===== src/rtl/wallace_mult_arbiter.sv =====
// Round-robin front end sharing one combinational multiplier between two requesters; product returned tagged with requester id.
// Latency: rsp_valid LATENCY+1 cycles after the handshake. Backpressure: a stalled response holds the block busy; new requests wait.
module wallace_mult_arbiter #(
    parameter int WIDTH   = 8,
    parameter int LATENCY = 2
) (
    input  logic               clk,
    input  logic               rst_n,
    input  logic               req0_valid,
    output logic               req0_ready,
    input  logic [WIDTH-1:0]   req0_a,
    input  logic [WIDTH-1:0]   req0_b,
    input  logic               req1_valid,
    output logic               req1_ready,
    input  logic [WIDTH-1:0]   req1_a,
    input  logic [WIDTH-1:0]   req1_b,
    output logic [WIDTH-1:0]   mul_a,
    output logic [WIDTH-1:0]   mul_b,
    input  logic [2*WIDTH-1:0] mul_p,
    output logic               rsp_valid,
    input  logic               rsp_ready,
    output logic [2*WIDTH-1:0] rsp_p,
    output logic               rsp_id,
    output logic               busy
);
    typedef enum logic [1:0] {IDLE, WAIT, RESP} state_t;

    // LATENCY is limited to 1..15 so the settle count fits in four bits.
    localparam logic [3:0] CNT_INIT = 4'(LATENCY - 1);

    state_t     state;
    state_t     state_next;
    logic [3:0] cnt;
    logic       last_grant;
    logic       grant_vld;
    logic       grant_id;

    always_comb begin
        grant_vld = 1'b0;
        grant_id  = 1'b0;
        if (state == IDLE && rst_n) begin
            if (req0_valid && req1_valid) begin
                grant_vld = 1'b1;
                grant_id  = ~last_grant;
            end else if (req0_valid) begin
                grant_vld = 1'b1;
            end else if (req1_valid) begin
                grant_vld = 1'b1;
                grant_id  = 1'b1;
            end
        end
    end

    assign req0_ready = grant_vld && !grant_id;
    assign req1_ready = grant_vld && grant_id;
    assign busy       = (state != IDLE);

    always_comb begin
        state_next = state;
        case (state)
            IDLE:    if (grant_vld) state_next = WAIT;
            WAIT:    if (cnt == 4'd0) state_next = RESP;
            RESP:    if (rsp_ready) state_next = IDLE;
            default: state_next = IDLE;
        endcase
    end

    always_ff @(posedge clk or negedge rst_n) begin
        if (!rst_n) begin
            state <= IDLE;
        end else begin
            state <= state_next;
        end
    end

    always_ff @(posedge clk or negedge rst_n) begin
        if (!rst_n) begin
            mul_a      <= '0;
            mul_b      <= '0;
            rsp_valid  <= 1'b0;
            rsp_p      <= '0;
            rsp_id     <= 1'b0;
            cnt        <= 4'd0;
            last_grant <= 1'b1;
        end else begin
            case (state)
                IDLE: begin
                    if (grant_vld) begin
                        mul_a      <= grant_id ? req1_a : req0_a;
                        mul_b      <= grant_id ? req1_b : req0_b;
                        rsp_id     <= grant_id;
                        last_grant <= grant_id;
                        cnt        <= CNT_INIT;
                    end
                end
                WAIT: begin
                    // Operands stay frozen; mul_p is only sampled once the settle window expires.
                    if (cnt == 4'd0) begin
                        rsp_p     <= mul_p;
                        rsp_valid <= 1'b1;
                    end else begin
                        cnt <= cnt - 4'd1;
                    end
                end
                RESP: begin
                    if (rsp_ready) rsp_valid <= 1'b0;
                end
                default: ;
            endcase
        end
    end
endmodule

===== config.mk =====
export PLATFORM = sky130hd
export DESIGN_NAME = wallace_mult_arbiter
export DESIGN_NICKNAME = d
export VERILOG_FILES = /design/src/rtl/wallace_mult_arbiter.sv
export SDC_FILE = /design/constraint.sdc
export NUM_CORES = 1
export LEC_CHECK = 0
export CELL_PAD_IN_SITES_DETAIL_PLACEMENT = 1
export CELL_PAD_IN_SITES_GLOBAL_PLACEMENT = 1
export CORE_AREA = 4 4 76 96
export CTS_CLUSTER_DIAMETER = 150
export DETAILED_ROUTE_END_ITERATION = 7
export DIE_AREA = 0 0 80 100
export GPL_TIMING_DRIVEN = 1
export PLACE_DENSITY = 0.82
export REMOVE_ABC_BUFFERS = 1
export SLEW_MARGIN = 20
export SYNTH_ARGS = -nofsm -noshare
export SYNTH_HDL_FRONTEND = slang
export SYNTH_SLANG_ARGS = --single-unit

===== constraint.sdc =====
create_clock -name clk -period 2.2 [get_ports clk]
set_clock_uncertainty 0.15 [all_clocks]
set_input_delay 0.33 -clock clk [delete_from_list [all_inputs] [get_ports clk]]
set_output_delay 0.33 -clock clk [all_outputs]
set_load 0.005 [all_outputs]

After elaboration in Yosys (flattened, before gate mapping) --
Index checks and enable logic that the tools add are counted. W data, S select, Z words.
Word-level totals: bits of input ports 53, logic and storage cells 50, bits in registers 41
Cells by class: reduce and logical (&&, ||, !) cells 15, add/subtract/negate cells 1, bitwise gates (word level) 1, equal/unequal tests 6, multiplexer cells 19
Operators with widths (number):
- $mux W8 | 2
- $mux W1 | 9
- $reduce_and A3 Y1 | 3
- $mux W4 | 2
- $ne A2 B2 Y1 const B | 4
- $pmux W4 S2 | 1
- $mux W2 | 3
- $pmux W2 S3 | 1
- $reduce_bool A2 Y1 | 3
- $logic_and A1 B1 Y1 | 4
- $logic_not A4 Y1 | 1
- $reduce_and A2 Y1 | 2
- $sub A4 B1 Y4 const B | 1
- $eq A2 B1 Y1 const B | 1
- $eq A2 B2 Y1 const B | 1
- $logic_not A2 Y1 | 1
- $pmux W1 S2 | 1
- $logic_not A1 Y1 | 1
- $not A1 Y1 | 1

Depth between registers and ports, before layout --
Gate-level depths: netlist (run 1).
depth in word-level cells 6, gate-level depth with buffers 6

Least setup slack after synthesis (run 1) --
No wires, ideal clock.
kind reg2reg, from reg cnt[0], to reg rsp_p[10], setup time 125 ps, cell stages (with the launch flop) 7, path buffers 1, path slack 481 ps, arrival time 1445 ps, cells stage by stage dfrtp_1 inv_1 ha_1 nor3b_4 nand2_4 buf_6 mux2_2
Between the ends: longest elaborated chain between the ends 2
Ends and longest elaborated chain:
- from (decl) | RTL line 33 | logic [3:0] cnt;
- from (signal assigned) | RTL line 102 | cnt <= cnt - 4'd1;
- $logic_not A4 Y1 | RTL line 98 | if (cnt == 4'd0) begin
- $reduce_and A2 Y1 (no line)
- to (signal assigned) | RTL line 99 | rsp_p <= mul_p;
- to (decl) | RTL line 22 | output logic [2*WIDTH-1:0] rsp_p,
No other way between the ends. A chain may end at the register's enable or synchronous reset.

Worst setup path after layout (run 1) --
from reg state[0], to out req0_ready
Between the ends: longest elaborated chain between the ends 5
Ends and longest elaborated chain:
- from (decl) | RTL line 31 | state_t state;
- from (signal assigned) | RTL line 72 | state <= state_next;
- $logic_not A2 Y1 (*) | RTL line 41 | if (state == IDLE && rst_n) begin
- $logic_and A1 B1 Y1 (*) | RTL line 41
- $mux W1 | RTL line 41
- $logic_not A1 Y1 | RTL line 54 | assign req0_ready = grant_vld && !grant_id;
- $logic_and A1 B1 Y1 (*) | RTL line 54
- to (decl) | RTL line 10 | output logic req0_ready,
Every way passes the cells marked *; elsewhere a longest branch is shown, timed or not.

==> results of run 1 <==
[power breakdown]
group | switching [mW] | internal [mW] | leakage (nW)
Sequential | 0.215 | 1.13 | 0.477
Clock | 0.264 | 0.451 | 0.0681
Combinational | 0.770 | 1.20 | 0.727
Total | 1.25 | 2.78 | 1.27
[layer usage]
metal,GRT usage,up-vias,part of all wire
li1,-,791,-
met1,0.161,804,0.37
met2,0.291,67,0.54
met3,0.0530,6,0.081
met4,0.0429,0,0.010
met5,0,-,0
[registers in the layout, indices dropped and copies added (netlist names)]
signal,cells
mul_b,8
state,2
mul_a,8
rsp_valid,1
last_grant,1
cnt,4
rsp_id,1
rsp_p,16
[cell usage after synthesis]
library cell | count | area [sq um]
a31oi_1 | 13 | 81.3
nor2_1 | 4 | 15.0
o21ai_0 | 15 | 75.1
mux2_2 | 16 | 180
xnor2_1 | 1 | 8.76
or2b_2 | 1 | 8.76
mux2_4 | 1 | 15.0
o32ai_1 | 1 | 8.76
nand2_1 | 2 | 7.51
o22ai_4 | 1 | 20.0
o21ba_2 | 1 | 10.0
nor3_1 | 2 | 10.0
a21boi_2 | 1 | 11.3
or3b_1 | 1 | 8.76
nor3b_1 | 1 | 7.51
a21o_1 | 2 | 15.0
a21bo_2 | 1 | 10.0
clkbuf_1 | 4 | 15.0
dfstp_2 | 1 | 26.3
a221o_1 | 4 | 40.0
nor3_4 | 1 | 16.3
ha_1 | 1 | 12.5
and3_1 | 4 | 25.0
and2b_1 | 1 | 7.51
nor3b_4 | 1 | 18.8
or2b_1 | 1 | 7.51
nand3_1 | 12 | 60.1
and4bb_2 | 1 | 12.5
buf_2 | 3 | 15.0
nand2_4 | 1 | 11.3
buf_4 | 1 | 7.51
a21oi_1 | 12 | 60.1
nor2b_1 | 1 | 6.26
dfrtp_1 | 40 | 1000
or2_2 | 2 | 12.5
inv_1 | 5 | 18.8
buf_6 | 2 | 22.5
[cell families (layout without fill, tap and decap cells)]
group | count (synthesis) | after routing | share of synthesized area
flops | 41 | 41 | 0.544
compound gates | 51 | 51 | 0.175
simple gates | 36 | 36 | 0.125
fa+ha+maj | 1 | 1 | 0.00662
xor+xnor | 1 | 1 | 0.00464
buf+inv | 15 | 117 | 0.0417
mux | 17 | 17 | 0.103
[path summary, 6_finish.rpt]
kind / start / slack (ps) / endpoint
worst min-delay path: rsp_id / 340 / rsp_id
max in group asynchronous: rst_n / 1180 / cnt[3]
worst min register to register: rsp_id / 340 / rsp_id
worst max-delay path: state[0] / 110 / req0_ready
worst max register to register: state[0] / 190 / cnt[1]
min in group asynchronous: rst_n / 500 / last_grant
[cell type report]
cell class / instances / area, sq um / share of cell area
clock buffer: 5 / 68.8 / 0.0223
sequential: 41 / 1030 / 0.332
clock inverter: 3 / 65.1 / 0.0210
inverter: 5 / 18.8 / 0.00607
multi-input combinational: 106 / 796 / 0.257
timing repair buffer: 104 / 1010 / 0.326
tap: 87 / 109 / 0.0352
[worst max-delay path, cell delays in order (launching register included)]
cell and delay (ps):
dfrtp_1 390, or3b_4 430, buf_4 170, nor3_4 190
clkbuf_2 140
[what timing repair did]
item	CTS	global route
setup endpoints to repair	2	13
gates cloned	0	0
setup buffers	1	0
hold buffers	2	0
resized for setup	5	2
hold endpoints to repair	40	0
pin swaps	1	0
==> impl_metrics.csv, run 1 <==
group,metric,value,unit
run_status,status,"finished, final reports clean",
sta,relSlewSlack,0.642,
die,die_area,8000,sq um
final_layout,nNetsFinal,317,
sta,min_period,2090,ps
worst_setup_path,cp_data_required_time,1720,ps
routing,num_vias,1668,
final_layout,antenna_cells,0,
pwr,p_leak,1.27,nW
routing,drcViolationCount,0,
worst_setup_path,cp-end-kind,"primary output",
routing,drtAntennaViolNets,0,
routing,dr.pass1.iters,4,
clock_network,cts_buffers,5,
worst_setup_path,startpoint_type,"register",
sta,timing_worst_slew_pin_value,536,ps
pwr,vdd.ir_drop.worst,0.465,mV
final_layout,final_area,3090,sq um
clock_network,cts_tree,"done",
yosys,avgSynthCellArea,11.7,sq um
yosys,synth.yosys.seq_area_share,0.544,
pwr,p_per_area,1300,nW/um^2
die,die_w,80,microns
yosys,synth_area,1890,sq um
die,die_h,100,microns
clock_network,htreeDepth,2,
sta,slew_violations,0,
global_route,track_usage,0.155,
clock_network,clockRootBuffer,"clkbuf_8",
routing,finalWirelength,5910,microns
global_route,grt_max_degree,41,
final_layout,final_util,0.480,
worst_setup_path,path_max_fanout,3,
die,boundaryPins,90,
yosys,yosys_warnings,0,
sta,fin_hold_ws,343,ps
clock_network,insertion_delay,290,ps
sta,setup_ws,107,ps
placement,dp.cells,340,
final_layout,final_cell_mix,"clkdlybuf4s50_1, dfrtp_1, mux2_2",
sta,fin_crit_sh,0.951,
global_route,grt_overflow_total,0,
yosys,ys_ff_latch,41,
global_route,grt_pass1_wl,9440,microns
worst_setup_path,critical_path_arrival,1610,ps
die,start_util,0.293,
sta,grt_setup_unrepaired,"no",
yosys,synth.distinct_cells,37,
sta,max_freq,0.478,GHz
clock_network,clockBufferDepth,2,
sta,setup_violations,0,
global_route,antenna_found_initial,0,
die,core,6440,sq um
final_layout,fillCellCount,729,
routing,viasPerCell,4.75,
min_path,holdPathStages,1,
job,max_cap_viol_count,0,
worst_setup_path,criticalPathCategory,"register to primary output",
routing,wire_per_inst,16.8,microns
placement,gp_congestion,0.776,
sta,hold_viol,0,
min_path,hp-class,"register to register",
placement,io_buffers,89,
clock_network,cts.sinks,41,
sta,tns,0,ps
final_layout,final_common_cell,"clkdlybuf4s50_1",
worst_setup_path,r2r_cells,5,
placement,preCtsSetupSlack,-40.9,ps
routing,drt-initial-drc-count,25,
pwr,total_power,4.03,mW
final_layout,final_cells,351,
clock_network,clk_pin_slew,80,ps
global_route,grt_pass1_vias,1857,
placement,hpwl,4360,microns
placement,place_area,2920,sq um
final_layout,area_growth,63.6,%
final_layout,drive_gt1_frac,0.216,
die,core.rowCount,33,
yosys,netlist_instances,162,
No activity file was read; power rests on OpenSTA's default activity.
==> inputs of run 2 (changes only) <==
--- a/config.mk
+++ b/config.mk
@@ -5,12 +5,13 @@
 export SDC_FILE = /design/constraint.sdc
 export NUM_CORES = 1
 export LEC_CHECK = 0
+export ABC_AREA = 1
 export CELL_PAD_IN_SITES_DETAIL_PLACEMENT = 1
 export CELL_PAD_IN_SITES_GLOBAL_PLACEMENT = 1
-export CORE_AREA = 4 4 76 96
+export CORE_AREA = 4 4 79 99
 export CTS_CLUSTER_DIAMETER = 150
 export DETAILED_ROUTE_END_ITERATION = 7
-export DIE_AREA = 0 0 80 100
+export DIE_AREA = 0 0 83 103
 export GPL_TIMING_DRIVEN = 1
 export PLACE_DENSITY = 0.82
 export REMOVE_ABC_BUFFERS = 1
==> constraint.sdc (replaced) <==
create_clock -name clk -period 2.2 [get_ports clk]
set_clock_uncertainty 0.15 [all_clocks]
set_input_delay 0.33 -clock clk [delete_from_list [all_inputs] [get_ports clk]]
set_output_delay 0.33 -clock clk [all_outputs]
set_load 0.01 [all_outputs]
==> run 2 against run 1 <==
Net effect:
- sequential power about the same
- sequential share of layout area fell by 0.080 points
- count of clock-buffer cells in the layout increased by 2
- synthesized cell count increased by 33%
- first-iteration DRC count grew to 3.2 times the previous value
- register-to-register slack better by 400 ps
- critical endpoint unchanged
- highest routed layer unchanged
==> impl_metrics.csv, run 2 <==
group,metric,value,unit
run_status,status,"finished, final reports clean",
global_route,grt_pass1_vias,2025,
sta,tns,0,ps
die,core,6890,sq um
clock_network,insertion_delay,290,ps
final_layout,final_cells,402,
clock_network,cts_buffers,5,
pwr,p_leak,1.47,nW
global_route,antenna_found_initial,0,
worst_setup_path,startpoint_type,"primary input",
yosys,ys_ff_latch,41,
clock_network,cts_tree,"done",
yosys,synth.distinct_cells,25,
routing,viasPerCell,4.60,
placement,hpwl,4730,microns
yosys,synth.yosys.seq_area_share,0.512,
routing,dr.pass1.iters,4,
sta,hold_viol,0,
die,die_area,8550,sq um
worst_setup_path,cp-startpoint,"req1_valid",
worst_setup_path,path_max_fanout,4,
final_layout,final_cell_mix,"clkdlybuf4s50_1, nand2_1, dfrtp_1",
placement,gp_congestion,0.748,
worst_setup_path,r2r_end,"rsp_p[11]",
sta,max_freq,0.495,GHz
worst_setup_path,cp_data_required_time,1720,ps
die,core.rowCount,34,
worst_setup_path,worstReg2RegStart,"cnt[0]",
routing,finalWirelength,6360,microns
routing,drtAntennaViolNets,0,
yosys,netlist_instances,215,
yosys,yosys.cell_count.top_type,"nand2_1",
routing,wire_per_inst,15.8,microns
final_layout,fillCellCount,830,
die,boundaryPins,90,
job,max_cap_viol_count,0,
sta,timing_worst_slew_pin_value,380,ps
clock_network,clockRootBuffer,"clkbuf_8",
global_route,grt_overflow_total,0,
sta,relSlewSlack,0.747,
worst_setup_path,critical_path_arrival,1540,ps
sta,setup_violations,0,
final_layout,drive_gt1_frac,0.163,
yosys,synth_top_cell_by_area,"dfrtp_1",
final_layout,top_register,"rsp_p",
clock_network,clk_pin_slew,80,ps
pwr,vdd.ir_drop.worst,0.575,mV
worst_setup_path,cp-end-kind,"primary output",
routing,drcViolationCount,0,
die,start_util,0.291,
final_layout,top_regs,"rsp_p x16, mul_a x8, mul_b x8",
sta,grt_setup_unrepaired,"no",
placement,io_buffers,89,
final_layout,seq_area,1030,sq um
global_route,grt_max_degree,35,
die,die_w,83,microns
worst_setup_path,slowest_delay,500,ps
worst_setup_path,endpoint,"req0_ready",
min_path,hp-class,"register to register",
yosys,ys_async_sr_fraction,1.00,
final_layout,largest_reg_flops,16,
yosys,synth_top_area_frac,0.499,
yosys,ys_top_cells_by_count,"nand2_1, dfrtp_1, inv_1",
clock_network,cts.sinks,41,
final_layout,nNetsFinal,365,
pwr,p_per_area,1310,nW/um^2
clock_network,htreeDepth,2,
worst_setup_path,crit_chain,"clkdlybuf4s50_1 -> buf_4 -> nand2_2 -> nor2_4 -> nor2_1 -> dlygate4sd2_1",
sta,fin_crit_sh,0.918,
routing,drt-initial-drc-count,79,
final_layout,antenna_cells,0,
yosys,synthTopCellsByArea,"dfrtp_1, nand2_1, nand3_2, nand4_1, inv_1",
final_layout,final_common_cell,"clkdlybuf4s50_1",
sta,min_period,2020,ps
worst_setup_path,ff2ff_setup_slack,590,ps
yosys,avgSynthCellArea,9.32,sq um
yosys,yosys_warnings,0,
sta,slew_violations,0,
yosys,synth_edf_count,0,
global_route,track_usage,0.149,
placement,dp.cells,393,
routing,num_vias,1848,
final_layout,area_growth,54.6,%
clock_network,clockBufferDepth,2,
clock_network,post_cts_buffers,0,
final_layout,multi_input_area,785,sq um
worst_setup_path,slowest_stage,"clkdlybuf4s50_1",
worst_setup_path,criticalPathCategory,"primary input to primary output",
worst_setup_path,r2r_cells,5,
die,die_h,103,microns
yosys,synth_area,2000,sq um
global_route,grt_pass1_wl,10200,microns
yosys,ys.flop_type,"dfrtp_1",
## run 2: layer usage
layer  global-route usage  vias to the layer above  share of wire
li1                     -                      882              -
met1                0.167                      907           0.38
met2                0.286                       48           0.56
met3               0.0216                       11          0.031
met4               0.0604                        0          0.023
met5                    0                        -              0
## run 2: worst min path at each step
stage,from,endpoint,cells past startpoint
3_5_place_dp,rst_n,mul_b[6],2
4_1_cts,last_grant,last_grant,2
2_1_floorplan,rst_n,cnt[0],0
5_1_grt,rsp_p[9],rsp_p[9],2
3_3_place_gp,rst_n,rsp_p[7],2
6_report,last_grant,last_grant,2
## run 2: area by class of cell
| type | instances | share of cell area |
|---|---|---|
| Clock buffer | 7 | 0.0279 |
| Clock inverter | 1 | 0.00969 |
| Inverter | 26 | 0.0315 |
| Multi-Input combinational cell | 138 | 0.253 |
| Sequential cell | 41 | 0.331 |
| Tap cell | 90 | 0.0363 |
| Timing Repair Buffer | 99 | 0.310 |
## run 2: repair_timing
item / in CTS / in global routing
endpoints found under the setup margin: 2 / 0
gates resized for setup: 3 / 0
hold buffers: 1 / 0
endpoints found under the hold margin: 40 / 0
## run 2: critical path, delay by kind of cell
kind,cells,cell delay (ps)
buffers and inverters,3,930
AND/OR/NAND/NOR,3,280
## run 2: metrics by stage
stage	total power, mW	hold slack, ps	setup slack (ps)	utilization	area, sq um
after floorplan	2.37	-116	570	-	1910
after global placement	3.37	209	-46.7	0.431	2970
after detailed placement	3.46	228	-89.3	0.431	2970
after CTS	4.13	336	170	0.450	3100
after global routing	4.36	371	123	0.450	3100
final	4.06	334	181	0.450	3100
## run 2: cell families after synthesis
group                      count (synthesis)  synth area share
adders and majority gates                  1           0.00624
buffers and inverters                     36            0.0974
DFF                                       41             0.512
and+or+nand+nor                          119             0.336
AOI/OAI and AO/OA                         17            0.0437
xor gates and xnor gates                   1           0.00437
## run 2: power breakdown
part | total, mW | switching, mW | internal (mW) | leakage [nW]
clock network | 0.644 | 0.273 | 0.370 | 0.0585
registers | 1.37 | 0.235 | 1.13 | 0.501
logic | 2.05 | 1.04 | 1.01 | 0.911
total | 4.06 | 1.55 | 2.51 | 1.47
